$ cat src/rtl/hd_pkg.sv
// hd_pkg: shared types and sizes for the Hamming(7,4) pair deserialiser
package hd_pkg;
   localparam int CW_W      = 7;
   localparam int PAIR_BITS = 2 * CW_W;
   localparam int IDX_W     = $clog2(PAIR_BITS);
   typedef enum logic {HUNT, COLLECT} state_t;
endpackage

$ cat src/rtl/hd_pair_deser.sv
// hd_pair_deser: collects a serial bit stream into 7-bit code word pairs behind valid/ready
module hd_pair_deser #(
   parameter int CW_W  = 7,
   parameter int CNT_W = 8
) (
   input  logic             clk,
   input  logic             rst,
   input  logic             in_valid,
   input  logic             in_start,
   input  logic             in_bit,
   output logic             in_ready,
   output logic             out_valid,
   input  logic             out_ready,
   output logic [CW_W-1:0]  code_word1,
   output logic [CW_W-1:0]  code_word2,
   output logic [CNT_W-1:0] drop_cnt
);
   import hd_pkg::*;
   localparam int PW = 2 * CW_W;
   localparam logic [IDX_W-1:0] LAST = IDX_W'(PW - 1);
   state_t           state_q, state_d;
   logic [IDX_W-1:0] cnt_q, cnt_d;
   logic [PW-1:0]    sr_q, sr_d, sr_sh;
   logic             out_valid_q, out_valid_d;
   logic [CW_W-1:0]  cw1_q, cw1_d, cw2_q, cw2_d;
   logic [CNT_W-1:0] drop_q, drop_d;
   logic             accept;
   assign in_ready   = !(state_q == COLLECT && cnt_q == LAST && out_valid_q && !out_ready);
   assign accept     = in_valid && in_ready;
   assign sr_sh      = {sr_q[PW-2:0], in_bit};
   assign out_valid  = out_valid_q;
   assign code_word1 = cw1_q;
   assign code_word2 = cw2_q;
   assign drop_cnt   = drop_q;
   // next state: start bits (re)open a pair, the last bit publishes it, consumption frees the output
   always_comb begin
      state_d     = state_q;
      cnt_d       = cnt_q;
      sr_d        = sr_q;
      cw1_d       = cw1_q;
      cw2_d       = cw2_q;
      drop_d      = drop_q;
      out_valid_d = out_valid_q && !out_ready;
      if (accept && in_start) begin
         drop_d  = (state_q == COLLECT && !(&drop_q)) ? drop_q + CNT_W'(1) : drop_q;
         state_d = COLLECT;
         cnt_d   = IDX_W'(1);
         sr_d    = {{(PW-1){1'b0}}, in_bit};
      end else if (accept && state_q == COLLECT) begin
         sr_d  = sr_sh;
         cnt_d = (cnt_q == LAST) ? '0 : cnt_q + IDX_W'(1);
         if (cnt_q == LAST) begin
            state_d     = HUNT;
            cw1_d       = sr_sh[PW-1:CW_W];
            cw2_d       = sr_sh[CW_W-1:0];
            out_valid_d = 1'b1;
         end
      end
   end
   // state, shift register, output pair and drop counter registers
   always_ff @(posedge clk) begin
      if (rst) begin
         state_q     <= HUNT;
         cnt_q       <= '0;
         sr_q        <= '0;
         cw1_q       <= '0;
         cw2_q       <= '0;
         drop_q      <= '0;
         out_valid_q <= 1'b0;
      end else begin
         state_q     <= state_d;
         cnt_q       <= cnt_d;
         sr_q        <= sr_d;
         cw1_q       <= cw1_d;
         cw2_q       <= cw2_d;
         drop_q      <= drop_d;
         out_valid_q <= out_valid_d;
      end
   end
endmodule

$ cat config.mk
export PLATFORM = sky130hd
export DESIGN_NAME = hd_pair_deser
export DESIGN_NICKNAME = d
export VERILOG_FILES = /design/src/rtl/hd_pkg.sv /design/src/rtl/hd_pair_deser.sv
export SDC_FILE = /design/constraint.sdc
export NUM_CORES = 1
export LEC_CHECK = 0
export CORE_UTILIZATION = 46
export CTS_CLUSTER_DIAMETER = 60
export DETAILED_ROUTE_END_ITERATION = 10
export PLACE_DENSITY = 0.74
export SYNTH_ARGS = -nofsm -noshare
export SYNTH_HDL_FRONTEND = slang
export SYNTH_SLANG_ARGS = --single-unit
$ cat constraint.sdc
create_clock -name clk -period 1.6 [get_ports clk]
set_clock_uncertainty 0.2 [all_clocks]
set_input_delay 0.32 -clock clk [delete_from_list [all_inputs] [get_ports clk]]
set_output_delay 0.32 -clock clk [all_outputs]
set_load 0.01 [all_outputs]
==> metrics.txt <==
drt first pass iters=5; via count=1643; status=finished with violations; cell chain of the critical path=and3b_2, buf_6, a31o_4, buf_4, o41ai_4, a21oi_2; global-route wire length before repair=7430 µm; register area=847 µm²; CP Launch Type=register; Synth-to-Final Area Change=54.7%; syn_area_per_cell=9.01 µm²; setup TNS=-5.29 ns; Clk Latency, worst-skew pair=0.37 ns; Critical-path top delay cell=dfxtp_2; Worst R2R Start=cnt_q[1]$_SDFFE_PP0P_; switching share of power=24.9%; CTS Hold Buffers Added=0; Crit path max-delay family=compound AO/OA/AOI/OAI gates; met3 usage=4.74%; CTS tree=done; r2r setup slk=-0.26 ns; met2 Use GR=42.3%; synthesized instance count=187; min Tclk post-route=1.86 ns; max frequency=539 MHz; final setup fails=39; Net Count, Synth=194; worst hold endpoint=drop_cnt[2]$_SDFFE_PP0P_; Core ar.=3420 µm²; worst IR drop on VDD=487 µV; number of global-route vias before repair=1592; RSZ-0062 raised after global routing=true; routability cong.=0.863; sw power=427 µW; Vias/cell=5.51; multi-input logic area=1030 µm²; Min-Delay Path Class=input pin to register; Nets=259; GRT overflow=0; clock share of power=31.7%; final period utilization=116%; Routed Wire Length=5010 µm; distinct cell type count of the synthesized netlist=35; Hold Startpoint=in_start; Critical Path RT=1.64 ns; Die H=62.5 µm; GRT Util Overall=24.7%; ANT nets after route=0; WP buf/inv=2; Max-cap violations=0; CTS Buffer Depth=2; Num CTS Buffers=5; wire length per cell=16.8 µm; internal power=1290 µW; hold depth=4; DR DRC count=0; HPWL Detailed=2950 µm; largest net degree at the start of global routing=17; antenna violations before repair=0; RR Endpoint=drop_cnt[6]$_SDFFE_PP0P_; worst-path maximum fanout=13; Iter 0 DRT Violations=133; pwr dens=658 nW/µm²; clock sink total=41; Seq pwr share=60.0%; chip width=62.5 µm; final worst slack=-0.255 ns; mapped cell area=1690 µm²; Crit path largest cell delay=0.34 ns; I/O pin total=30; register area share after synthesis=48.7%; Starting Density=49.3%; Ys Warns=0; power share of the combinational group=8.3%; final hold vios=0; failing checks=setup timing; CTS root buffer=clkbuf_4; crit path DAT=1.90 ns; Pleak=0.00102 µW; pin slew with the least headroom to its limit=0.408 ns; die area=3910 µm²; H-Tree Depth=2; Cell Rows=21; Slew Viols, Final=0; PortBufs=29; Crit. End Element=register; fraction of layout cells with a size suffix above 1=41.7%; Synth Register Bits=41; Clock transition at path regs=0.12 ns; Rel. slew slack=72.6%; FF-to-FF path depth=6; layer with the highest usage=met2; CP Class=register to register; M1 GR Usage=28.6%; Antenna diodes=0; # fillers=242; Core Util, Final=76.3%
registers in the layout, summed over array words and instances (netlist names):
register	count
out_valid	1
code_word2	7
drop_cnt	8
sr_q	13
code_word1	7
cnt_q	4
state_q	1
cells in the mapped netlist, drive strengths merged:
library cell / count / area (µm²)
a211oi: 1 / 7.51
a21oi: 22 / 110
a311oi: 2 / 17.5
a31o: 2 / 26.3
a31oi: 1 / 6.26
a41oi: 1 / 8.76
and3b: 1 / 8.76
and4: 1 / 8.76
buf: 6 / 47.5
clkbuf: 6 / 23.8
dfxtp: 41 / 821
ha: 1 / 12.5
inv: 2 / 7.51
mux2: 1 / 11.3
mux2i: 17 / 170
nand2: 27 / 101
nand2b: 3 / 18.8
nand3: 2 / 10.0
nand4: 3 / 18.8
nor2: 21 / 78.8
nor2b: 4 / 25.0
nor3: 1 / 5.00
nor4b: 1 / 8.76
o211ai: 1 / 7.51
o21ai: 7 / 35.0
o31ai: 2 / 15.0
o41ai: 1 / 8.76
or2: 1 / 6.26
or3: 3 / 18.8
or3b: 2 / 17.5
or4: 3 / 22.5
how the worst max path moves through the flow:
stage                     cells after the start                         end                   from  slack [ns]
after CTS                                     5    drop_cnt[7]$_SDFFE_PP0P_  cnt_q[1]$_SDFFE_PP0P_       -0.21
after global routing                          6    drop_cnt[6]$_SDFFE_PP0P_  cnt_q[1]$_SDFFE_PP0P_       -0.28
after detailed placement                      6    drop_cnt[7]$_SDFFE_PP0P_              out_ready       -0.59
after global placement                        6    drop_cnt[7]$_SDFFE_PP0P_              out_ready       -0.53
final                                         6    drop_cnt[6]$_SDFFE_PP0P_  cnt_q[1]$_SDFFE_PP0P_       -0.26
after floorplan                               7  code_word1[0]$_SDFFE_PP0P_   out_valid$_SDFF_PP0_       -0.12
area by class of cell:
type,instances,area share (%)
clock inverter,1,0.288
sequential,41,32.5
tap,46,2.21
inverter,2,0.288
clock buffer,6,1.97
timing repair buffer,68,23.1
multi-input combinational,134,39.6
metal layers:
layer | wire length (µm) | up-vias
li1 | - | 788
met3 | 192 | 11
met2 | 2570 | 54
met1 | 2110 | 790
met5 | 0 | -
met4 | 132 | 0
worst reg2reg max path, stage by stage (launching register included):
cell and delay [ns]:
dfxtp_2 0.34, and3b_2 0.22, buf_6 0.13, a31o_4 0.24, buf_4 0.20, o41ai_4 0.28, a21oi_2 0.12
layout by cell type (no fill, tap or decap), drive strengths merged, types with 4 or more instances in the layout:
cell          n
buf          41
clkbuf        7
a31o          4
a21oi        22
mux2i        17
nor2b         4
dfxtp        41
dlygate4sd2  21
nand2        27
nor2         21
o21ai         7
timing repair:
item / CTS / global route
endpoints found under the setup margin: 62 / 41
buffers inserted: 4 / 3
endpoints found under the hold margin: 0 / 0
cloned: 2 / 2
gates resized for setup: 65 / 25
pin swaps: 4 / 14
power groups by stage:
stage	registers, µW	clock network [µW]	logic (µW)
after floorplan	1050	0	60.8
after global placement	1060	0	108
after detailed placement	1060	0	113
after CTS	1030	549	127
after global routing	1030	596	153
final	1030	544	143
kinds of logic after synthesis:
kind of cell               count (synthesis)  share of synthesized area, %
adders and majority gates                  1                         0.742
muxes                                     18                          10.8
buffers and inverters                     14                          4.68
AOI/OAI and AO/OA                         40                          14.4
and+or+nand+nor                           73                          20.7
DFF                                       41                          48.7
per-stage QoR:
step	hold slack (ns)	area, µm²	total power, µW	std cells	setup WS (ns)
after floorplan	0.245	1800	1110	187	-0.118
after global placement	0.259	2300	1160	280	-0.530
after detailed placement	0.260	2300	1170	280	-0.592
after CTS	0.277	2460	1710	293	-0.209
after global routing	0.249	2610	1780	298	-0.281
final	0.218	2610	1720	298	-0.255
Note: power is estimated with default switching activity, not from simulation.
